$ cat src/rtl/mbn_pkg.sv
// mbn_pkg: shared command encoding and default geometry for the pixel register array
package mbn_pkg;
  typedef enum logic [1:0] {
    CMD_BUF   = 2'b00,
    CMD_SHIFT = 2'b01,
    CMD_FIFO  = 2'b10,
    CMD_HOLD  = 2'b11
  } reg_cmd_e;
  localparam int POY_DEF    = 3;
  localparam int KSIZE_DEF  = 3;
  localparam int DW_DEF     = 8;
  localparam int FDEPTH_DEF = 16;
endpackage

$ cat src/rtl/line_fifo.sv
// line_fifo: line buffer of reused pixels with registered read data and error pulses
module line_fifo #(
  parameter int WIDTH = 16,
  parameter int DEPTH = 16
) (
  input  logic             clk,
  input  logic             rst,
  input  logic             push,
  input  logic [WIDTH-1:0] push_data,
  input  logic             pop,
  output logic [WIDTH-1:0] pop_data,
  output logic             empty,
  output logic             full,
  output logic             ovf,
  output logic             udf
);
  localparam int AW = $clog2(DEPTH);
  localparam logic [AW:0] FULL_CNT = (AW+1)'(DEPTH);
  logic [WIDTH-1:0] mem_q [DEPTH];
  logic [WIDTH-1:0] data_q;
  logic [AW-1:0] wr_q, rd_q;
  logic [AW:0] cnt_q, cnt_d;
  logic empty_q, full_q, do_push, do_pop;
  // a full FIFO still accepts a push when the head leaves in the same cycle
  always_comb begin
    do_pop = pop && !empty_q;
    do_push = push && (!full_q || pop);
    ovf = push && full_q && !pop;
    udf = pop && empty_q;
    cnt_d = cnt_q + (AW+1)'(do_push) - (AW+1)'(do_pop);
  end
  // storage is written only on accepted pushes and needs no reset
  always_ff @(posedge clk)
    if (do_push) mem_q[wr_q] <= push_data;
  // pointers, count, flags and read register
  always_ff @(posedge clk or posedge rst)
    if (rst) begin
      wr_q <= '0;
      rd_q <= '0;
      cnt_q <= '0;
      data_q <= '0;
      empty_q <= 1'b1;
      full_q <= 1'b0;
    end else begin
      if (do_push) wr_q <= wr_q + AW'(1);
      if (do_pop) rd_q <= rd_q + AW'(1);
      if (do_pop) data_q <= mem_q[rd_q];
      cnt_q <= cnt_d;
      empty_q <= cnt_d == '0;
      full_q <= cnt_d == FULL_CNT;
    end
  assign pop_data = data_q;
  assign empty = empty_q;
  assign full = full_q;
endmodule

$ cat src/rtl/pixel_reg_array.sv
// pixel_reg_array: per-column pixel registers feeding the PE rows, with a line FIFO of reused pixels
module pixel_reg_array
  import mbn_pkg::*;
#(
  parameter int POY    = POY_DEF,
  parameter int KSIZE  = KSIZE_DEF,
  parameter int DW     = DW_DEF,
  parameter int FDEPTH = FDEPTH_DEF
) (
  input  logic              clk,
  input  logic              rst,
  input  logic              cmd_en,
  input  logic [1:0]        reg_array_cmd,
  input  logic [POY*DW-1:0] buf_pix,
  input  logic              fifo_read,
  output logic [POY*DW-1:0] pix_out,
  output logic              pix_vld,
  output logic [3:0]        krow,
  output logic              fifo_empty,
  output logic              fifo_full,
  output logic              err_ovf,
  output logic              err_udf,
  output logic              err_seq
);
  localparam int W = POY*DW;
  localparam int SW = (POY-1)*DW;
  localparam logic [3:0] KMAX = 4'(KSIZE-1);
  reg_cmd_e cmd;
  logic exec, push, ovf, udf, seq_hit;
  logic [DW-1:0] top;
  logic [W-1:0] pix_q, pix_d, fifo_cat;
  logic [SW-1:0] fifo_q, push_data;
  logic [3:0] krow_q, krow_d;
  logic vld_q, err_ovf_q, err_udf_q, err_seq_q;
  assign cmd = reg_cmd_e'(reg_array_cmd);
  assign top = buf_pix[W-1 -: DW];
  // column rebuilt from reused pixels: FIFO head below, fresh buffer pixel on top
  assign fifo_cat = {top, fifo_q};
  // next column contents, kernel-row tag and FIFO push for the current command
  always_comb begin
    exec = cmd_en && cmd != CMD_HOLD;
    pix_d = !exec ? pix_q : cmd == CMD_BUF ? buf_pix : cmd == CMD_SHIFT ? {top, pix_q[W-1:DW]} : fifo_cat;
    krow_d = !exec ? krow_q : cmd != CMD_SHIFT ? 4'd0 : krow_q == KMAX ? krow_q : krow_q + 4'd1;
    seq_hit = exec && cmd == CMD_SHIFT && krow_q == KMAX;
    push = exec && cmd != CMD_SHIFT;
    push_data = cmd == CMD_BUF ? buf_pix[W-1:DW] : fifo_cat[W-1:DW];
  end
  line_fifo #(.WIDTH(SW), .DEPTH(FDEPTH)) u_fifo (
    .clk       (clk),
    .rst       (rst),
    .push      (push),
    .push_data (push_data),
    .pop       (fifo_read),
    .pop_data  (fifo_q),
    .empty     (fifo_empty),
    .full      (fifo_full),
    .ovf       (ovf),
    .udf       (udf)
  );
  // pixel registers, tag, valid strobe and sticky error flags
  always_ff @(posedge clk or posedge rst)
    if (rst) begin
      pix_q <= '0;
      krow_q <= '0;
      vld_q <= 1'b0;
      err_ovf_q <= 1'b0;
      err_udf_q <= 1'b0;
      err_seq_q <= 1'b0;
    end else begin
      pix_q <= pix_d;
      krow_q <= krow_d;
      vld_q <= exec;
      err_ovf_q <= err_ovf_q | ovf;
      err_udf_q <= err_udf_q | udf;
      err_seq_q <= err_seq_q | seq_hit;
    end
  assign pix_out = pix_q;
  assign pix_vld = vld_q;
  assign krow = krow_q;
  assign err_ovf = err_ovf_q;
  assign err_udf = err_udf_q;
  assign err_seq = err_seq_q;
endmodule
$ cat config.mk
export PLATFORM = sky130hd
export DESIGN_NAME = pixel_reg_array
export DESIGN_NICKNAME = d
export VERILOG_FILES = /design/src/rtl/mbn_pkg.sv /design/src/rtl/line_fifo.sv /design/src/rtl/pixel_reg_array.sv
export SDC_FILE = /design/constraint.sdc
export NUM_CORES = 1
export LEC_CHECK = 0
export ABC_AREA = 1
export CAP_MARGIN = 20
export CORE_ASPECT_RATIO = 0.7
export CORE_MARGIN = 2
export CORE_UTILIZATION = 40
export CTS_CLUSTER_SIZE = 30
export DETAILED_ROUTE_END_ITERATION = 8
export GPL_ROUTABILITY_DRIVEN = 0
export PLACE_DENSITY = 0.57
export SYNTH_ARGS = -nofsm -noshare
export SYNTH_HDL_FRONTEND = slang
export SYNTH_SLANG_ARGS = --single-unit
$ cat constraint.sdc
create_clock -name clk -period 2.9 [get_ports clk]
set_input_delay 0.58 -clock clk [delete_from_list [all_inputs] [get_ports clk]]
set_output_delay 0.58 -clock clk [all_outputs]
set_load 0.02 [all_outputs]
==> results.py, run 1 <==
metrics = {
    "status": {
        "outcome": "complete, no violations",
    },
    "power_and_ir_drop": {
        "finalPower_mw": 15.1,
        "vdd_drop_max_mv": 1.00,
        "cellLeakagePower_nw": 7.33,
        "cellPowerDensity_mw_per_mm2": 914,
    },
    "synthesis": {
        "yosys_most_used_dff": "edfxtp_1",
        "ys_seq_area_share_pct": 65.5,
        "syn_area_per_cell_um2": 9.79,
        "async_flop_share_pct": 19.7,
        "synthCells": 1444,
        "netlist_area_mm2": 0.0141,
        "syn_nets": 1487,
        "synth.most_common_cell": "nand2_1",
        "synth_top_area_share_pct": 54.4,
        "ys_warn_count": 0,
        "ys_types": 34,
        "synth-edff-count": 256,
        "yosys.area.top_type": "edfxtp_1",
        "synth_area_leaders": "edfxtp_1 (54%), nand2_1 (14%), dfrtp_1 (11%)",
        "synthTopCellsByCount": "nand2_1 (514), edfxtp_1 (256), inv_1 (235), nand3_1 (165), dfrtp_1 (62)",
        "ys_seq_elements": 319,
    },
    "clock_network": {
        "cts_sinks": 319,
        "cts_root_buffer": "clkbuf_16",
        "htreeDepth": 1,
        "clockBufferDepth": 3,
        "cts_resized": 0,
        "clk_pin_slew_ps": 60,
        "hold_buffers": 0,
        "numCtsBuffers": 30,
        "clock_latency_ps": 560,
        "cts_tree": "built",
        "cts_setup_buffers": 0,
    },
    "finish": {
        "area_delta_synth_final_pct": 17.1,
        "antenna_cells": 0,
        "multi_input_area_mm2": 0.00367,
        "drive_above_1_share_pct": 8.78,
        "final_nets": 1569,
        "ff_latch_area_mm2": 0.00927,
        "nFillCells": 3266,
    },
    "worst_setup_path": {
        "cp.arrival_ps": 2870,
        "max_stage_delay_ps": 490,
        "endpoint_kind": "flip-flop",
        "cp.required_ps": 3400,
        "crit_type": "primary input to flip-flop",
        "critPathBufInv": 4,
        "crit_family": "buffers and inverters",
        "crit_chain": "clkdlybuf4s50_1 -> nand2_2 -> nand2_4 -> nor2_2 -> nand2_2 -> inv_2 -> ha_1 -> inv_1 -> fa_1 -> o21ai_0 -> xor2_1 -> inv_1 -> nor2_1",
        "critPathSlowestCell": "clkdlybuf4s50_1",
        "critPathMaxFanout": 3,
        "worst_setup_path_start_kind": "primary input",
    },
    "route": {
        "drc": 0,
        "routedWlPerCell_um": 16.9,
        "vias_per_cell": 4.76,
        "ant_nets": 0,
        "vias": 9610,
        "drtIter0Drc": 815,
        "drt_first_pass_iters": 5,
        "wirelength_mm": 34.2,
    },
    "global_route": {
        "antenna_found_initial": 0,
        "grt_pass1_wl_mm": 53.8,
        "grt_pass1_vias": 9387,
        "grt_start_max_net_pins": 71,
        "grtUsageTotal_pct": 18.8,
        "overflow": 0,
    },
    "timing": {
        "skew_ps": 13.0,
        "min_period_ps": 2380,
        "final.setup.tns_ps": 0,
        "rsz0062_at_grt": "no",
        "finalHoldViolCount": 0,
        "setup_violations": 0,
        "slew_viol_final": 0,
        "fmax_mhz": 420,
        "tightest_slew_ps": 956,
        "period_share_pct": 82.0,
        "maxSlewHeadroom_pct": 36.2,
    },
    "die": {
        "die_width_um": 229,
        "dieArea_mm2": 0.0369,
        "core-area_mm2": 0.0347,
        "start_util_pct": 40.7,
        "ios": 64,
        "die_y_um": 161,
        "row_count": 57,
    },
    "placed_design": {
        "place_hpwl_mm": 22.3,
        "io_buffers": 63,
    },
    "worst_hold_path": {
        "hp-class": "primary input to asynchronous set/reset pin",
    },
    "run": {
        "timing.max_cap.violations": 0,
    },
}
## sequential cells by signal, summed over array words and instances, names as in the netlist, 4 cells and up
register / count
u_fifo.wr_q: 4
u_fifo.cnt_q: 5
u_fifo.pop_data: 16
u_fifo.mem_q: 256
krow: 4
pix_out: 24
u_fifo.rd_q: 4
## metrics by stage
step                      cell area, um^2  utilization [%]  hold WS [ps]  worst slack (ps)  instances
after detailed placement            15600             44.9           466             -66.7       1966
after CTS                           16600             47.7           390               534       2021
after global placement              15600             44.9           454             -24.0       1966
after floorplan                     14100                -           449               263       1444
after global routing                16600             47.7           397               266       2021
final                               16600             47.7           378               522       2021
## power breakdown
| group | internal (mW) | switching (mW) |
|---|---|---|
| clock | 2.20 | 1.67 |
| combinational | 1.68 | 3.49 |
| sequential | 5.69 | 0.397 |
| total | 9.57 | 5.56 |
## final timing paths
check / start / endpoint / slack (ps) / depth (start not counted)
min in group clk: err_udf / err_udf / 480 / 1
worst max register to register: u_fifo.empty / u_fifo.full / 660 / 10
worst min-delay path: rst / u_fifo.full / 380 / 3
worst max-delay path: reg_array_cmd[1] / u_fifo.full / 520 / 13
worst min register to register: err_udf / err_udf / 480 / 1
max in group asynchronous: rst / u_fifo.rd_q[1] / 2180 / 3
## area by class of cell
type | count | share of cell area, %
repair buffers | 116 | 7.04
well taps | 472 | 3.57
flip-flops and latches | 319 | 56.0
inverters | 240 | 5.45
clock buffers | 35 | 4.78
clock inverters | 20 | 0.997
multi-input cells | 819 | 22.2
## placed cells by master, fill, tap and decap left out, types with 12 or more instances in the layout
cell and instances:
ha_1 12, nor2_1 21, clkdlybuf4s50_1 63, clkbuf_16 31, dfrtp_1 60, o21ai_0 12
a21oi_1 18, nand2_1 514, a31oi_1 16, edfxtp_1 256, inv_1 233, buf_4 42
nor2_2 19, nand3_1 165
## worst reg2reg max path: stages (launching register included)
cell and delay [ps]:
dfstp_2 550, nor2_2 50, ha_1 280, inv_1 60
ha_1 170, inv_1 70, fa_1 420, o21ai_0 220
xor2_1 230, inv_1 60, nor2_1 80
## cells by family (layout without fill, tap and decap cells)
logic type | count (synthesis) | count (layout) | synth area share [%]
compound gates | 52 | 52 | 2.06
simple gates | 743 | 743 | 21.7
fa+ha+maj | 13 | 13 | 1.20
flops | 319 | 319 | 65.5
buf+inv | 306 | 411 | 8.80
xor+xnor | 11 | 11 | 0.681
## routing by layer
metal / up-vias / wire (um) / global-route usage (%)
met5: - / 0 / 0
met4: 0 / 602 / 3.83
met2: 243 / 14800 / 28.5
met3: 43 / 1740 / 2.70
li1: 4743 / - / -
met1: 4581 / 17000 / 28.8
Power figures use the tool's default switching activity.
==> run 2, diff against run 1 <==
--- a/config.mk
+++ b/config.mk
@@ -13,7 +13,7 @@
 export CTS_CLUSTER_SIZE = 30
 export DETAILED_ROUTE_END_ITERATION = 8
 export GPL_ROUTABILITY_DRIVEN = 0
-export PLACE_DENSITY = 0.57
+export PLACE_DENSITY = 0.59
 export SYNTH_ARGS = -nofsm -noshare
 export SYNTH_HDL_FRONTEND = slang
 export SYNTH_SLANG_ARGS = --single-unit
==> constraint.sdc (replaced) <==
create_clock -name clk -period 2 [get_ports clk]
set_input_delay 0.4 -clock clk [delete_from_list [all_inputs] [get_ports clk]]
set_output_delay 0.4 -clock clk [all_outputs]
set_load 0.02 [all_outputs]
==> results.py, run 2 (same netlist as run 1, synthesis figures left out) <==
metrics = {
    "die": {
        "die_y_um": 161,
        "core-area_mm2": 0.0347,
        "ios": 64,
        "die_width_um": 229,
        "start_util_pct": 40.7,
        "row_count": 57,
        "dieArea_mm2": 0.0369,
    },
    "timing": {
        "fmax_mhz": 503,
        "min_period_ps": 1990,
        "finalHoldViolCount": 0,
        "slew_viol_final": 0,
        "setup_violations": 0,
        "tightest_slew_ps": 661,
        "skew_ps": 12.3,
        "final.setup.tns_ps": 0,
        "period_share_pct": 99.5,
        "rsz0062_at_grt": "yes",
        "maxSlewHeadroom_pct": 55.7,
    },
    "global_route": {
        "grt_pass1_wl_mm": 55.1,
        "grtUsageTotal_pct": 19.4,
        "overflow": 0,
        "grt_start_max_net_pins": 67,
        "antenna_found_initial": 0,
        "grt_pass1_vias": 9608,
    },
    "finish": {
        "area_delta_synth_final_pct": 21.7,
        "layout.cells.non_filler": 2059,
        "nFillCells": 3184,
        "ff_latch_area_mm2": 0.00927,
        "final_cell_mix": "nand2_1 (514), edfxtp_1 (256), inv_1 (230)",
        "multi_input_area_mm2": 0.00372,
        "largest_register": "u_fifo.mem_q",
        "largest_reg_flops": 256,
        "final_nets": 1606,
        "drive_above_1_share_pct": 11.7,
        "final_common_cell": "nand2_1",
        "fin_util_pct": 49.5,
        "antenna_cells": 0,
    },
    "clock_network": {
        "cts_root_buffer": "clkbuf_16",
        "cts_setup_buffers": 0,
        "numCtsBuffers": 30,
        "clockBufferDepth": 3,
        "hold_buffers": 0,
        "clock_latency_ps": 570,
        "htreeDepth": 1,
        "cts_tree": "built",
        "clk_pin_slew_ps": 60,
        "cts_sinks": 319,
    },
    "worst_setup_path": {
        "r2r_start": "u_fifo.empty",
        "critPathMaxFanout": 2,
        "ff2ff_setup_slack_ps": 10,
        "cp.required_ps": 2490,
        "r2r-end": "u_fifo.full",
        "worst_setup_path_start_kind": "flip-flop",
        "ff2ff_path_depth": 10,
        "cp.arrival_ps": 2480,
        "crit_chain": "nor2_4 -> ha_4 -> inv_4 -> ha_4 -> inv_2 -> fa_2 -> inv_2 -> nor3_2 -> nand2_1 -> nor2_1",
        "crit_type": "flip-flop to flip-flop",
        "critPathSlowestCell": "dfstp_2",
        "endpoint_kind": "flip-flop",
        "max_stage_delay_ps": 570,
    },
    "route": {
        "vias": 9818,
        "vias_per_cell": 4.77,
        "routedWlPerCell_um": 17.1,
        "drtIter0Drc": 961,
        "drt_first_pass_iters": 5,
        "wirelength_mm": 35.2,
        "ant_nets": 0,
        "drc": 0,
    },
    "power_and_ir_drop": {
        "cellPowerDensity_mw_per_mm2": 1350,
        "cellLeakagePower_nw": 7.74,
        "vdd_drop_max_mv": 0.911,
    },
    "worst_hold_path": {
        "hp-class": "primary input to asynchronous set/reset pin",
    },
    "placed_design": {
        "io_buffers": 63,
        "dp.cells": 2003,
        "place_hpwl_mm": 23.7,
    },
    "run": {
        "timing.max_cap.violations": 0,
    },
    "status": {
        "outcome": "complete, no violations",
    },
}
[run 2: changes by cell type in the layout (fill, tap and decap cells not counted), sizes merged]
| cell | delta |
|---|---|
| clkinv | -8 |
| buf | +37 |
| clkdlybuf4s50 | -27 |
| clkbuf | +8 |
| dlymetal6s2s | +7 |
| dlygate4sd2 | +19 |
| clkdlybuf4s15 | +1 |
| bufinv | +1 |
[run 2: worst max-delay path, delay by kind of cell (launching register included)]
kind / cells / cell delay [ps]
DFF: 1 / 570
buffers and inverters: 3 / 120
adders and majority gates: 3 / 840
and+or+nand+nor: 4 / 390
[run 2: repair_timing]
item	4_1_cts	5_1_grt
hold endpoints to repair	0	0
pin swaps	6	3
setup endpoints to repair	22	10
resized for setup	24	9
[run 2: stage by stage]
step	setup WS (ps)	cell area (um^2)	power, mW	hold slack [ps]
6_report	10.9	17200	23.3	148
5_1_grt	-104	17200	24.7	177
4_1_cts	-43.8	17200	23.4	127
3_5_place_dp	-625	16100	17.3	451
3_3_place_gp	-627	16100	17.2	456
2_1_floorplan	-223	14200	13.9	449
[run 2: where the power goes]
| part | total (mW) | internal (mW) | switching, mW |
|---|---|---|---|
| registers | 8.72 | 8.25 | 0.473 |
| logic | 8.45 | 2.97 | 5.48 |
| clock network | 6.08 | 3.61 | 2.47 |
[run 2: final cells by class]
type | count | share of cell area (%)
inverters | 240 | 5.26
well taps | 472 | 3.43
clock buffers | 43 | 5.18
repair buffers | 153 | 9.66
flip-flops and latches | 319 | 53.9
clock inverters | 13 | 0.960
multi-input cells | 819 | 21.6
[run 2: per-layer routing]
layer	GRT usage (%)	up-vias	routed length, um
met5	0	-	0
met4	3.39	0	558
met3	3.48	48	1940
met2	29.5	210	15300
met1	29.5	4738	17400
li1	-	4822	-
[run 2: how the worst max path moves through the flow]
stage	start	to	slack, ps	cells past startpoint
floorplan	reg_array_cmd[1]	u_fifo.mem_q[11][0]	-220	8
global placement	reg_array_cmd[1]	u_fifo.empty	-630	13
detailed placement	reg_array_cmd[1]	u_fifo.full	-620	13
CTS	u_fifo.empty	u_fifo.full	-40	10
global route	u_fifo.empty	u_fifo.full	-100	10
finish	u_fifo.empty	u_fifo.full	10	10
==> run 3, diff against run 2 <==
--- a/config.mk
+++ b/config.mk
@@ -6,6 +6,7 @@
 export NUM_CORES = 1
 export LEC_CHECK = 0
 export ABC_AREA = 1
+export ABC_CLOCK_PERIOD_IN_PS = 2300
 export CAP_MARGIN = 20
 export CORE_ASPECT_RATIO = 0.7
 export CORE_MARGIN = 2
@@ -13,7 +14,8 @@
 export CTS_CLUSTER_SIZE = 30
 export DETAILED_ROUTE_END_ITERATION = 8
 export GPL_ROUTABILITY_DRIVEN = 0
-export PLACE_DENSITY = 0.59
+export PLACE_DENSITY = 0.57
+export REMOVE_ABC_BUFFERS = 1
 export SYNTH_ARGS = -nofsm -noshare
 export SYNTH_HDL_FRONTEND = slang
 export SYNTH_SLANG_ARGS = --single-unit
==> constraint.sdc (replaced) <==
create_clock -name clk -period 2.3 [get_ports clk]
set_input_delay 0.46 -clock clk [delete_from_list [all_inputs] [get_ports clk]]
set_output_delay 0.46 -clock clk [all_outputs]
set_load 0.02 [all_outputs]
==> results.py, run 3 (same netlist as run 1, synthesis figures left out) <==
metrics = {
    "route": {
        "ant_nets": 0,
        "vias": 9702,
        "routedWlPerCell_um": 17.3,
        "wirelength_mm": 35.6,
        "vias_per_cell": 4.72,
        "drtIter0Drc": 887,
        "drc": 0,
        "drt_first_pass_iters": 5,
    },
    "timing": {
        "setup_violations": 0,
        "period_share_pct": 97.0,
        "hold_slack_ps": 338,
        "finalHoldViolCount": 0,
        "setup_ws_ps": 67.9,
        "tightest_slew_ps": 647,
        "fmax_mhz": 448,
        "slew_viol_final": 0,
        "skew_ps": 9.01,
        "min_period_ps": 2230,
        "rsz0062_at_grt": "no",
        "maxSlewHeadroom_pct": 56.6,
        "final.setup.tns_ps": 0,
    },
    "worst_setup_path": {
        "cp.arrival_ps": 1770,
        "ff2ff_path_depth": 11,
        "crit_type": "flip-flop to output port",
        "cp.required_ps": 1840,
        "ff2ff_setup_slack_ps": 130,
        "r2r-end": "u_fifo.empty",
        "startpoint": "u_fifo.empty",
        "r2r_start": "u_fifo.empty",
        "endpoint_kind": "output port",
        "critPathMaxFanout": 2,
        "worst_setup_path_start_kind": "flip-flop",
    },
    "status": {
        "outcome": "complete, no violations",
    },
    "clock_network": {
        "numCtsBuffers": 34,
        "clk_pin_slew_ps": 60,
        "htreeDepth": 2,
        "clock_latency_ps": 510,
        "clockBufferDepth": 3,
        "cts_sinks": 319,
        "cts_tree": "built",
        "cts_root_buffer": "clkbuf_16",
    },
    "placed_design": {
        "place_hpwl_mm": 23.3,
        "dpl_cell_area_mm2": 0.0159,
        "dp.cells": 1992,
        "dp_slack_ps": -467,
        "io_buffers": 63,
    },
    "finish": {
        "final_cell_mix": "nand2_1 (514), edfxtp_1 (256), inv_1 (231)",
        "drive_above_1_share_pct": 10.9,
        "largest_reg_flops": 256,
        "area_delta_synth_final_pct": 20.5,
        "fin_util_pct": 49.1,
        "final_nets": 1600,
        "final_common_cell": "nand2_1",
        "fin_area_mm2": 0.0170,
        "layout.cells.non_filler": 2054,
        "antenna_cells": 0,
        "largest_register": "u_fifo.mem_q",
    },
    "die": {
        "start_util_pct": 40.7,
        "die_width_um": 229,
        "row_count": 57,
        "ios": 64,
        "die_y_um": 161,
        "dieArea_mm2": 0.0369,
        "core-area_mm2": 0.0347,
    },
    "power_and_ir_drop": {
        "finalPower_mw": 20.1,
        "cellPowerDensity_mw_per_mm2": 1180,
        "cellLeakagePower_nw": 7.57,
        "vdd_drop_max_mv": 0.623,
    },
    "global_route": {
        "grt_pass1_vias": 9498,
        "antenna_found_initial": 0,
        "grt_pass1_wl_mm": 55.4,
        "grtUsageTotal_pct": 19.6,
        "grt_start_max_net_pins": 64,
        "overflow": 0,
    },
    "worst_hold_path": {
        "hp-class": "primary input to asynchronous set/reset pin",
    },
    "run": {
        "timing.max_cap.violations": 0,
    },
}
==> run 3: how the worst max path moves through the flow <==
stage / depth (start not counted) / slack (ps) / end
floorplan: 8 / -2300 / u_fifo.pop_data[14]
global placement: 14 / -440 / u_fifo.full
detailed placement: 14 / -470 / u_fifo.full
CTS: 11 / 30 / u_fifo.full
global route: 15 / 3 / u_fifo.empty
finish: 2 / 70 / fifo_empty
==> run 3: area by class of cell <==
| type | count | area, um^2 |
|---|---|---|
| Multi-Input combinational cell | 819 | 3700 |
| Tap cell | 472 | 591 |
| Fill cell | 3199 | 17700 |
| Clock buffer | 50 | 995 |
| Clock inverter | 11 | 108 |
| Sequential cell | 319 | 9270 |
| Timing Repair Buffer | 143 | 1470 |
| Inverter | 240 | 902 |
==> run 3: critical path, stage by stage, from the launching register on <==
cell and delay [ps]:
dfstp_2 540, buf_4 110, clkdlybuf4s50_1 610
==> run 3: routing by layer <==
metal	vias up	part of all wire [%]	track usage, %
met2	214	43	29.6
met4	0	3.2	6.77
li1	4811	-	-
met1	4612	48	28.6
met5	-	0	0
met3	65	5.1	3.65
==> run 3: timing repair <==
action                     CTS  global route
setup endpoints to repair    0             2
gates resized for setup      0             7
hold buffers                 0             0
setup buffers                0             1
==> run 3: power breakdown <==
part / internal, mW / switching [mW] / leakage (nW) / total (mW)
clock: 3.23 / 2.22 / 0.542 / 5.45
combinational: 2.45 / 4.52 / 3.96 / 6.96
sequential: 7.18 / 0.521 / 3.07 / 7.70
